===== src/rtl/serial_bus_arbiter.sv =====
// Serial bus arbiter: grants one master at a time, tracks tenure and splits long owners.
// Optional rotating priority is enabled by defining ARB_ROUND_ROBIN_EN (default: fixed priority).
module serial_bus_arbiter #(
    parameter int MASTER_NO     = 3,
    parameter int SPLIT_TENURE  = 32,
    parameter int GRANT_TIMEOUT = 8
) (
    input  logic                         clk,
    input  logic                         rst_n,
    input  logic [MASTER_NO-1:0]         bus_req,
    input  logic [MASTER_NO-1:0]         bus_util,
    output logic [MASTER_NO-1:0]         bus_grant,
    output logic [MASTER_NO-1:0]         split_en,
    output logic [MASTER_NO-1:0]         split_pending,
    output logic [$clog2(MASTER_NO)-1:0] owner_id,
    output logic                         bus_busy
);

    localparam int ID_W = $clog2(MASTER_NO);
    localparam int TEN_W = (SPLIT_TENURE > 0) ? $clog2(SPLIT_TENURE + 1) : 1;
    localparam int TO_W = (GRANT_TIMEOUT > 1) ? $clog2(GRANT_TIMEOUT) : 1;
    localparam logic [TEN_W-1:0] TEN_MAX = TEN_W'(SPLIT_TENURE);
    localparam logic [TO_W-1:0] TO_LAST = TO_W'(GRANT_TIMEOUT - 1);

    localparam logic [2:0] S_IDLE       = 3'd0;
    localparam logic [2:0] S_GRANT      = 3'd1;
    localparam logic [2:0] S_BUSY       = 3'd2;
    localparam logic [2:0] S_SPLIT_WAIT = 3'd3;
    localparam logic [2:0] S_RELEASE    = 3'd4;

    logic [2:0]           state;
    logic [TEN_W-1:0]     tenure;
    logic [TO_W-1:0]      timeout;
    logic [MASTER_NO-1:0] req_pending;
    logic [MASTER_NO-1:0] cand;
    logic [MASTER_NO-1:0] owner_mask;
    logic [ID_W-1:0]      pick_id;
    logic                 pick_valid;
    logic                 split_cond;
`ifdef ARB_ROUND_ROBIN_EN
    logic [ID_W-1:0]      rr_ptr;
`endif

    // Previously split masters that are requesting again take precedence over fresh requests.
    always_comb begin
        req_pending = bus_req & split_pending;
        cand        = (req_pending != '0) ? req_pending : bus_req;
        pick_valid  = 1'b0;
        pick_id     = '0;
`ifdef ARB_ROUND_ROBIN_EN
        for (int i = 0; i < MASTER_NO; i++) begin
            if (!pick_valid && cand[i] && (i > int'(rr_ptr))) begin
                pick_valid = 1'b1;
                pick_id    = ID_W'(i);
            end
        end
        for (int i = 0; i < MASTER_NO; i++) begin
            if (!pick_valid && cand[i]) begin
                pick_valid = 1'b1;
                pick_id    = ID_W'(i);
            end
        end
`else
        for (int i = 0; i < MASTER_NO; i++) begin
            if (!pick_valid && cand[i]) begin
                pick_valid = 1'b1;
                pick_id    = ID_W'(i);
            end
        end
`endif
    end

    assign owner_mask = MASTER_NO'(1) << owner_id;
    assign split_cond = (SPLIT_TENURE != 0) && (tenure >= TEN_MAX) &&
                        ((bus_req & ~owner_mask) != '0);
    assign bus_busy   = (state != S_IDLE);

    always_ff @(posedge clk or negedge rst_n) begin
        if (!rst_n) begin
            state         <= S_IDLE;
            bus_grant     <= '0;
            split_en      <= '0;
            split_pending <= '0;
            owner_id      <= '0;
            tenure        <= '0;
            timeout       <= '0;
`ifdef ARB_ROUND_ROBIN_EN
            rr_ptr        <= ID_W'(MASTER_NO - 1);
`endif
        end else begin
            case (state)
                S_IDLE: begin
                    if (pick_valid) begin
                        owner_id               <= pick_id;
                        bus_grant              <= MASTER_NO'(1) << pick_id;
                        split_pending[pick_id] <= 1'b0;
                        timeout                <= '0;
`ifdef ARB_ROUND_ROBIN_EN
                        rr_ptr                 <= pick_id;
`endif
                        state                  <= S_GRANT;
                    end
                end
                S_GRANT: begin
                    if (bus_util[owner_id]) begin
                        tenure <= '0;
                        state  <= S_BUSY;
                    end else if (timeout == TO_LAST) begin
                        bus_grant <= '0;
                        state     <= S_RELEASE;
                    end else begin
                        timeout <= timeout + 1'b1;
                    end
                end
                // A release seen in the same cycle as the split condition wins over the split.
                S_BUSY: begin
                    if (tenure < TEN_MAX) begin
                        tenure <= tenure + 1'b1;
                    end
                    if (!bus_util[owner_id]) begin
                        bus_grant <= '0;
                        state     <= S_RELEASE;
                    end else if (split_cond) begin
                        split_en <= owner_mask;
                        state    <= S_SPLIT_WAIT;
                    end
                end
                S_SPLIT_WAIT: begin
                    if (!bus_util[owner_id]) begin
                        split_en                <= '0;
                        bus_grant               <= '0;
                        split_pending[owner_id] <= 1'b1;
                        state                   <= S_RELEASE;
                    end
                end
                S_RELEASE: state <= S_IDLE;
                default:   state <= S_IDLE;
            endcase
        end
    end

endmodule


===== config.mk =====
export PLATFORM = sky130hd
export DESIGN_NAME = serial_bus_arbiter
export DESIGN_NICKNAME = d
export VERILOG_FILES = /design/src/rtl/serial_bus_arbiter.sv
export SDC_FILE = /design/constraint.sdc
export NUM_CORES = 1
export LEC_CHECK = 0
export ABC_CLOCK_PERIOD_IN_PS = 3900
export BUFFER_PORTS_ARGS = -buffer_cell sky130_fd_sc_hd__buf_2
export CAP_MARGIN = 20
export CORE_UTILIZATION = 30
export CTS_CLUSTER_SIZE = 8
export DETAILED_ROUTE_END_ITERATION = 16
export PLACE_DENSITY = 0.46
export SETUP_SLACK_MARGIN = 0.02
export SYNTH_ARGS = -nofsm -noshare
export SYNTH_HDL_FRONTEND = slang
export SYNTH_SLANG_ARGS = --single-unit

===== constraint.sdc =====
create_clock -name clk -period 3.9 [get_ports clk]
set_clock_uncertainty 0.1 [all_clocks]
set_input_delay 0 -clock clk [delete_from_list [all_inputs] [get_ports clk]]
set_output_delay 0 -clock clk [all_outputs]
set_load 0.03 [all_outputs]

; ---- Word-level counts from Yosys, hierarchy flattened
; Index checks and enable logic that the tools add are counted.
[word_totals]
regBits = 23
inputBits = 8
[classes]
shifts = 2
order_cmp = 6
addsub = 2
muxes = 37
eq_ne = 16
reduce_logical = 24
bitwise_logic = 6
[op_table]
columns = cell, n
row1 = two-way mux 3 bit, 18
row2 = != test 2 bit (second input constant), 10
row3 = one-hot mux 3 bit (2 select lines), 3
row4 = two-way mux 6 bit, 2
row5 = one-hot mux 3 bit (4 select lines), 1
row6 = one-hot mux 6 bit (2 select lines), 1
row7 = AND reduction 4 bit, 3
row8 = nonzero test 3 bit, 4
row9 = bitwise AND 3 bit, 3
row10 = one-hot mux 3 bit (3 select lines), 1
row11 = nonzero test 2 bit, 4
row12 = two-way mux 1 bit, 7
row13 = adder 6 x 1 -> 6 bit (second input constant), 1
row14 = == test 3 x 2 -> 1 bit (second input constant), 2
row15 = greater-or-equal comparator 6 bit (second input constant), 1
row16 = less-than comparator 2 x 3 -> 1 bit (second input constant), 2
row17 = less-than comparator 6 bit (second input constant), 1
row18 = != test 3 bit (second input constant), 2
row19 = NOT 3 bit, 2
row20 = AND reduction 3 bit, 2
row21 = left shift 1 x 2 -> 3 bit (first input constant), 2
row22 = logical AND 1 bit, 5
row23 = AND reduction 5 bit, 1
row24 = demux 1 bit (select 2 bit), 2
row25 = 11 further kinds, 13

; ---- Depth between registers and ports, before layout
; Gate-level depths: netlist of run 1.
[depth]
word_depth = 18
depth_mapped = 7
mapped_depth_nobuf = 7

; ---- Least setup slack after synthesis of run 1
; Ideal clock, no wire load.
[synth_timing]
kind = reg-to-reg
from = register owner_id[0]
to = register split_pending[0]
path_stages_with_launch = 6
arrival_ps = 1588
period_less_slack_ps = 1765
path_slack_ps = 2135
path_cell_list = dfrtp_1 mux2_4 a21oi_4 nand4b_4 or2_0 a21oi_1
[synth_between]
elab_chain_len = 7
word_cells_on_any_way = 12
cone_classes = order compare (2) / eq/ne (1) / mux (6) / bitwise (1) / reduce/logical (2)
[synth_rtl]
columns = item, line
row1 = start: declaration, 15  ; output logic [$clog2(MASTER_NO)-1:0] owner_id,
row2 = start signal: assignment, 94  ; owner_id <= pick_id;
row3 = less-than comparator 2 x 3 -> 1 bit (implied by the code) or greater-or-equal comparator 2 x 1 -> 1 bit (tied branches), 132  ; split_pending[owner_id] <= 1'b1;
row4 = logical AND 1 bit (implied by the code), 132
row5 = two-way mux 1 bit (implied by the code), 132
row6 = demux 1 bit (select 2 bit), 132
row7 = bitwise OR 3 bit (no line), --
row8 = two-way mux 3 bit, 129  ; if (!bus_util[owner_id]) begin
row9 = one-hot mux 3 bit (2 select lines), 91  ; case (state)
row10 = end signal: assignment, 83  ; split_pending <= '0;
row11 = end signal: indexed assignment, 96  ; split_pending[pick_id] <= 1'b0;
row12 = end signal: indexed assignment, 132
row13 = end: declaration, 14  ; output logic [MASTER_NO-1:0] split_pending,
; Several ways; a longest one is shown, not always the timed one. The select of a mux whose other input is x is not followed.
; A chain may end at the register's enable or synchronous reset.

; ---- Worst setup path after layout of run 1
; Ends and elaborated chain as after synthesis.

==> run metrics, run 1 <==
async set-or-reset flop fraction in the synthesized netlist=1.00; Total GRT Usage=0.131; CP Cell Sequence=mux2_4, a21oi_4, nand4b_4, or2_0, a21oi_1; Initial Util=0.323; Worst EP required=3.99 ns; Synth Area in XOR/XNOR=0.0214; slowest CP cell=dfrtp_1; met3 wire len=122 um; max-cap viol count=0; first-pass GRT wire length=4.31 mm; Congestion Overflow GR=0; CTS tree=built; Psw=0.461 mW; CP Class=flip-flop to flip-flop; post-synthesis mux area share=0.0367; # diodes=0; Synth area leaders=dfrtp_1 (47%), ha_1 (4.1%), nand2_1 (4.0%); CTS buffer count=3; final hold slack=0.0885 ns; P per Cell Area=720 mW/mm^2; Synth area leader=dfrtp_1; area grow syn2layout=15.3%; Main synth FF type=dfrtp_1; worst reg2reg path startpoint=owner_id[0]; Post-Syn Area=0.00123 sq mm; standard-cell row count=22; Max-slew headroom=0.654; Clock transition at path regs=0.08 ns; Die H=66.0 um; Synth Warn #=0; Setup TNS=0 ns; crit-path leading delay family=flip-flops; R2R setup slack=2.16 ns; Slew Limit Fails=0; slowest stage delay, CP=0.45 ns; fin area=0.00142 sq mm; worst hold path cell count=4; share of cells above drive strength 1=0.199; routability cong.=0.750; CTS root buffer=clkbuf_8; setup repair after global routing missed its margin=false; Max H-tree Level=1; fin crit share=0.447; Port Buf Inserts=19; #FFs+latches synth=23; Hold Vio Cnt, Final=0; First DRT Iteration DRCs=24; Clock Power Share=0.144; main combinational cell family by area after synthesis=simple AND/OR/NAND/NOR gates; Die X-Extent=66.0 um; outcome=finished, final reports clean; Worst Hold Path EP=split_pending[2]; Post-Synth Adder-Cell Area=0.0408; Worst R2R Path Depth=5; Tightest Pin Transition=0.519 ns; WP buf/inv=0; sequential share of power=0.404; complex-gate fraction of the synthesized area=0.134; Hold Crit Start=bus_req[2]; vias per cell=4.96; Max Used Layer=met4; Worst-Skew Late Latency=0.26 ns; clk sinks=23; Hold Path Class=primary input to flip-flop; syn_nets=138; WL/cell=13.1 um; vias in the first global route=944; Synth cell types=38; most numerous cell in the Yosys netlist=dfrtp_1; top cells by count, synth=dfrtp_1 (23), nand2_1 (13), inv_1 (10); DR WL met2=1.26 mm; Arr. time, crit path=1.83 ns; leakage power=0.714 nW; Core Region=0.00380 sq mm; Gates resized, CTS repair=0; Routed Antenna Nets=0; number of synthesized flops with an enable pin=0; Max rail drop VDD=304 uV; Setup-failing EPs final=0; Final nets=159; largest net degree at the start of global routing=24; post-DP HPWL=1.91 mm; Reg-to-Reg End=split_pending[0]; sequential cell area fraction in the yosys report=0.469; switch share=0.453; Die ar.=0.00435 sq mm; max frequency=574 MHz; Gate power share=0.452; DRC Markers=0; Pre-antenna DRT Iters=4; syn avg cell area=9.74 sq um; I/O pin count=20; simple-gate portion of the synthesized area=0.250; Max FO, Critical Path=7; top cell type's share of synthesized area=0.469; antenna violations before repair=0; CP endpoint kind=flip-flop; Total Wirelength=2.55 mm; Layout Utilization=0.373; Setup crit start kind=flip-flop; dpl cell area=0.00136 sq mm; wl on met1=1.15 mm; P_int=0.558 mW; crit path time final=1.74 ns; cell count after synthesis=126; Vias=963; Clock Tree Buf Depth=2
routing by layer:
| metal | GRT usage | up-vias |
|---|---|---|
| met5 | 0 | - |
| met4 | 0.0319 | 0 |
| met3 | 0.0397 | 2 |
| met2 | 0.219 | 23 |
| met1 | 0.163 | 465 |
| li1 | - | 473 |
cell usage in the layout, fill, tap and decap left out, types with 4 or more instances in the layout:
cell     netlist  layout
buf_2          2      19
dfrtp_1       23      23
ha_1           4       4
inv_1         10      10
nand2_1       13      13
nand3_1        4       4
nand4_1        4       4
nor2_1         9       9
nor3_1         6       6
o21ai_0        8       8
how the worst max path moves through the flow:
stage	from	end	slack, ns	cells after the start
final	owner_id[0]	split_pending[0]	2.16	5
after floorplan	owner_id[0]	split_pending[0]	2.13	5
after CTS	owner_id[0]	split_pending[0]	2.15	5
after global routing	state[1]	tenure[3]	2.00	5
after detailed placement	owner_id[0]	timeout[1]	2.16	5
after global placement	owner_id[0]	bus_grant[2]	2.18	4
power groups by stage:
stage | clock (mW) | combinational (mW) | sequential (mW)
global placement | 0 | 0.460 | 0.412
global route | 0.165 | 0.512 | 0.429
finish | 0.146 | 0.461 | 0.412
detailed placement | 0 | 0.467 | 0.415
floorplan | 0 | 0.305 | 0.454
CTS | 0.155 | 0.469 | 0.411
tightest hold or removal path: cells and delay by family:
family	cells	cell delay, ns
buffers and inverters	1	0.13
AND/OR/NAND/NOR	3	0.28
cells by family after synthesis:
kind of cell / Yosys count
flip-flops: 23
multiplexers: 4
buffers and inverters: 14
AND/OR/NAND/NOR: 54
XOR/XNOR: 3
AO/OA/AOI/OAI: 24
adder cells (fa/ha/maj): 4
final cells by class:
| cell class | count | area, sq um |
|---|---|---|
| inverters | 10 | 37.5 |
| well taps | 48 | 60.1 |
| repair buffers | 20 | 105 |
| multi-input cells | 89 | 592 |
| fillers | 399 | 2380 |
| flip-flops and latches | 23 | 576 |
| clock buffers | 4 | 45.0 |
registers in the layout (all words and copies together) (netlist names):
signal	flops
bus_grant	3
owner_id	2
split_en	3
split_pending	3
state	3
tenure	6
timeout	3
metrics by stage:
| stage | total power, mW | cells | setup WS (ns) |
|---|---|---|---|
| floorplan | 0.759 | 126 | 2.13 |
| global placement | 0.871 | 189 | 2.18 |
| detailed placement | 0.881 | 189 | 2.16 |
| CTS | 1.04 | 194 | 2.15 |
| global route | 1.11 | 194 | 2.00 |
| finish | 1.02 | 194 | 2.16 |
what timing repair did:
action	CTS	global route
endpoints found under the hold margin	23	0
hold buffers	1	0
setup buffers	0	0
Power figures use the tool's default switching activity.
==> run 2, diff against run 1 <==
- ABC_CLOCK_PERIOD_IN_PS: 3900 -> 1650
- clock period: 3.9 -> 1.65 ns (I/O delays scaled with it)
==> run 2 against run 1 <==
The run now ends with setup timing left. Register-to-register slack got worse by 2.2 ns. Global-route usage rose by 1.4 points. Sequential cell count did not move. Critical endpoint is now bus_grant[0]. Via count rose by 6.9%. Sequential power rose by 130%. Clock power rose by 140%. Worst setup slack got worse by 2.2 ns. Hold slack got worse by 0.014 ns. Power rose to 2.8 times the previous value. Count of clock-buffer cells in the layout did not move. Core utilization rose by 6.2 points.
==> run metrics, run 2 (synthesis gave the netlist of run 1 again) <==
Hold Vio Cnt, Final=0; largest net degree at the start of global routing=24; Total Wirelength=2.83 mm; Setup-failing EPs final=2; area grow syn2layout=34.5%; Routed Antenna Nets=0; Psw=1.26 mW; P_int=1.62 mW; routability cong.=0.791; Clock Power Share=0.124; max-cap viol count=0; Setup crit start kind=flip-flop; leakage power=0.828 nW; CTS buffer count=3; outcome=finished, violations left; Die ar.=0.00435 sq mm; Tightest Pin Transition=0.543 ns; Congestion Overflow GR=0; Setup TNS=-0.0292 ns; Core Region=0.00380 sq mm; max frequency=598 MHz; # diodes=0; DRC Markers=0; share of cells above drive strength 1=0.400; Clock Tree Buf Depth=2; crit path from=owner_id[0]; Worst Hold Path EP=owner_id[0]; vias per cell=4.83; CP Class=flip-flop to flip-flop; post-DP HPWL=2.05 mm; vias in the first global route=1057; fin crit share=1.01; Slew Limit Fails=0; R2R setup slack=-0.02 ns; clk sinks=23; Initial Util=0.323; WL/cell=13.3 um; crit path time final=1.67 ns; CTS root buffer=clkbuf_8; Final WS setup=-0.0233 ns; Arr. time, crit path=1.74 ns; Reg-to-Reg End=bus_grant[0]; First DRT Iteration DRCs=25; switch share=0.437; P per Cell Area=1740 mW/mm^2; Port Buf Inserts=19; Final nets=178; Hold Crit Start=bus_req[1]; worst reg2reg path startpoint=owner_id[0]; Die H=66.0 um; Max-slew headroom=0.638; Max FO, Critical Path=3; Max H-tree Level=1; sequential share of power=0.331; standard-cell row count=22; CP endpoint kind=flip-flop; Gate power share=0.546; Max rail drop VDD=884 uV; first-pass GRT wire length=4.78 mm; failing checks=setup timing; final hold slack=0.0745 ns; Worst R2R Path Depth=5; Worst EP required=1.71 ns; commonest non-fill, non-tap cell in the layout=dfrtp_1; max FFs per register=6; Clock transition at path regs=0.08 ns; worst hold path cell count=4; Pre-antenna DRT Iters=4; Hold Path Class=primary input to flip-flop; setup repair after global routing missed its margin=true; Worst-Skew Late Latency=0.26 ns; CTS tree=built; antenna violations before repair=0; commonest cells after routing, fill and taps aside=dfrtp_1 (21), buf_2 (19), buf_4 (17), nand2_1 (12), inv_1 (10); Most flops, register=tenure; Vias=1029; Die X-Extent=66.0 um; I/O pin count=20; Total GRT Usage=0.145; Tot Pwr=2.87 mW
## run 2: cell count changes in the layout (fill, tap and decap cells not counted), sizes merged
cell  change
buf      +19
## run 2: worst max-delay path, cell delays in order (launching register included)
cell and delay (ns):
dfrtp_2 0.43, mux2_4 0.33, buf_4 0.15, a211oi_4 0.26, o21bai_2 0.12, a21o_1 0.19
## run 2: power groups by stage
stage / clock [mW] / combinational (mW) / sequential, mW
after detailed placement: 0 / 1.33 / 0.949
after CTS: 0.374 / 1.42 / 0.933
final: 0.355 / 1.57 / 0.950
after global placement: 0 / 1.32 / 0.936
after floorplan: 0 / 0.721 / 1.08
after global routing: 0.383 / 1.72 / 0.985
## run 2: area by class of cell
class | count | area, sq um
sequential | 23 | 578
clock buffer | 4 | 45.0
timing repair buffer | 39 | 255
tap | 48 | 60.1
multi-input combinational | 89 | 674
fill | 371 | 2150
inverter | 10 | 37.5
## run 2: worst max path at each step
stage	end	cells after the start	slack, ns
2_1_floorplan	split_pending[0]	5	0.007
3_3_place_gp	tenure[1]	6	-0.02
3_5_place_dp	tenure[1]	6	-0.05
4_1_cts	timeout[1]	5	-0.02
5_1_grt	split_pending[0]	5	-0.1
6_report	bus_grant[0]	5	-0.02
## run 2: what timing repair did
action / CTS / global route
hold endpoints to repair: 23 / 0
pin swaps: 5 / 15
setup buffers: 3 / 4
hold buffers: 1 / 0
setup endpoints to repair: 10 / 19
gates resized for setup: 8 / 16
## run 2: per-layer routing
| layer | GRT usage | routed length (um) | vias up | part of all wire |
|---|---|---|---|---|
| met4 | 0.0638 | 51 | 0 | 0.018 |
| met5 | 0 | 0 | - | 0 |
| met1 | 0.185 | 1320 | 498 | 0.47 |
| met2 | 0.241 | 1380 | 16 | 0.49 |
| met3 | 0.0207 | 82 | 5 | 0.029 |
| li1 | - | - | 510 | - |
## run 2: metrics by stage
stage               cells  instance area (sq um)   util  setup WS [ns]
floorplan             126                   1230      -        0.00667
global placement      202                   1460  0.384        -0.0168
detailed placement    202                   1460  0.384        -0.0478
CTS                   209                   1570  0.412        -0.0166
global route          213                   1650  0.434        -0.0968
finish                213                   1650  0.434        -0.0233
==> run 3, diff against run 2 <==
- CORE_ASPECT_RATIO: unset -> 0.8
==> run 3 against run 2 <==
The run still ends with setup timing left. Critical path depth up 1. Non-clock buffer count unchanged. Cell count up 3.3%. Final area down 0.30%. Global-route usage down 0.50 points. First-iteration DRC count up 68%. Fmax down 0.78%. Combinational power about the same. Count of clock-buffer cells in the layout unchanged. Worst setup slack worse by 0.013 ns. Via count down 3.0%. Critical endpoint is now split_pending[0]. Largest cell class unchanged. Highest routed layer unchanged.
==> run metrics, run 3 (synthesis gave the netlist of run 1 again) <==
outcome=finished, violations left; failing checks=setup timing; Most flops, register=tenure; Vias=998; commonest cells after routing, fill and taps aside=dfrtp_1 (20), buf_2 (19), buf_4 (17), inv_1 (9), nand2_1 (9); antenna violations before repair=0; Final WS setup=-0.0365 ns; P per Cell Area=1730 mW/mm^2; leakage power=0.829 nW; max FFs per register=6; Initial Util=0.319; Congestion Overflow GR=0; Tightest Pin Transition=0.525 ns; CP Class=flip-flop to flip-flop; Core Region=0.00385 sq mm; Hold Path Class=primary input to flip-flop; Setup crit start kind=flip-flop; Max H-tree Level=1; area grow syn2layout=34.0%; CTS buffer count=3; pre-CTS setup slack=-0.0775 ns; Max FO, Critical Path=4; commonest non-fill, non-tap cell in the layout=dfrtp_1; Clock Tree Buf Depth=2; First DRT Iteration DRCs=42; share of cells above drive strength 1=0.394; Worst-Skew Late Latency=0.26 ns; Final nets=178; wl on met1=1.36 mm; Die X-Extent=73.5 um; Max rail drop VDD=757 uV; Max-slew headroom=0.650; Arr. time, crit path=1.78 ns; post-DP HPWL=1.98 mm; fin crit share=1.02; CP endpoint kind=flip-flop; Layout Utilization=0.427; setup repair after global routing missed its margin=true; Port Buf Inserts=19; Max Used Layer=met4; CTS root buffer=clkbuf_8; CTS tree=built; FF/Latch Area=579 sq um; Die ar.=0.00435 sq mm; Hold Vio Cnt, Final=0; routability cong.=0.854; # diodes=0; cell total after placement=211; I/O pin count=20; vias per cell=4.54; final hold slack=0.0900 ns; first-pass GRT wire length=4.58 mm; Slew Limit Fails=0; vias in the first global route=981; largest net degree at the start of global routing=24; Die H=59.2 um; DRC Markers=0; Pre-antenna DRT Iters=4; crit path time final=1.69 ns; Clock transition at path regs=0.08 ns; Total GRT Usage=0.140; met3 wire len=101 um; standard-cell row count=20; WL/cell=12.3 um; Total Wirelength=2.70 mm; Post-Layout Cell Count=220; Setup-failing EPs final=5; multi-input logic area=659 sq um; DR WL met2=1.23 mm; max-cap viol count=0; R2R setup slack=-0.04 ns; clk sinks=23; Routed Antenna Nets=0; Fill cells=395; Worst EP required=1.74 ns; max frequency=593 MHz
-- run 3: cell types whose count changed in the layout (fill, tap and decap cells not counted), moves of 2 or more --
cell / change
nand2_2: +3
nand3_2: -3
o21ai_1: +2
nand2_1: -3
a21oi_2: -2
a21oi_1: +2
nand3_1: +3
-- run 3: per-layer routing --
| metal | GRT usage | up-vias |
|---|---|---|
| li1 | - | 513 |
| met1 | 0.201 | 469 |
| met2 | 0.211 | 14 |
| met3 | 0.0408 | 2 |
| met4 | 0.0247 | 0 |
| met5 | 0 | - |
-- run 3: final timing paths --
kind,start,endpoint,cells past startpoint
max,owner_id[0],split_pending[0],6
max reg2reg,owner_id[0],split_pending[0],6
min,bus_req[2],split_pending[2],4
max in group asynchronous,rst_n,state[2],2
min reg2reg,bus_grant[1],bus_grant[1],2
min in group asynchronous,rst_n,split_pending[2],2
-- run 3: cell type report --
type | instances | share of cell area
Inverter | 10 | 0.0228
Sequential cell | 23 | 0.352
Clock buffer | 4 | 0.0274
Timing Repair Buffer | 39 | 0.155
Tap cell | 55 | 0.0418
Multi-Input combinational cell | 89 | 0.401
-- run 3: worst max-delay path, cell delays in order (launching register included) --
cell and delay [ns]:
dfrtp_2 0.43, mux2_4 0.33, a21oi_4 0.18, buf_6 0.13, nand4b_4 0.11, or2_0 0.22, a21oi_1 0.12
-- run 3: power by group --
group	total (mW)	leakage, nW	switching (mW)	internal [mW]
clock	0.343	0.0228	0.171	0.172
combinational	1.56	0.503	0.868	0.697
sequential	0.934	0.303	0.179	0.755
-- run 3: through the flow --
step                      cell area (sq um)  power (mW)  TNS, ns
after floorplan                        1230        1.80        0
after global placement                 1480        2.29   -0.212
after detailed placement               1480        2.30   -0.138
after CTS                              1590        2.76   -0.323
after global routing                   1650        3.09    -1.33
final                                  1650        2.84  -0.0763
-- run 3: repair_timing --
action | 4_1_cts | 5_1_grt
buffers inserted | 2 | 3
endpoints found under the setup margin | 13 | 20
gates resized for setup | 10 | 14
pin swaps | 6 | 7
endpoints found under the hold margin | 23 | 0
hold buffers | 1 | 0
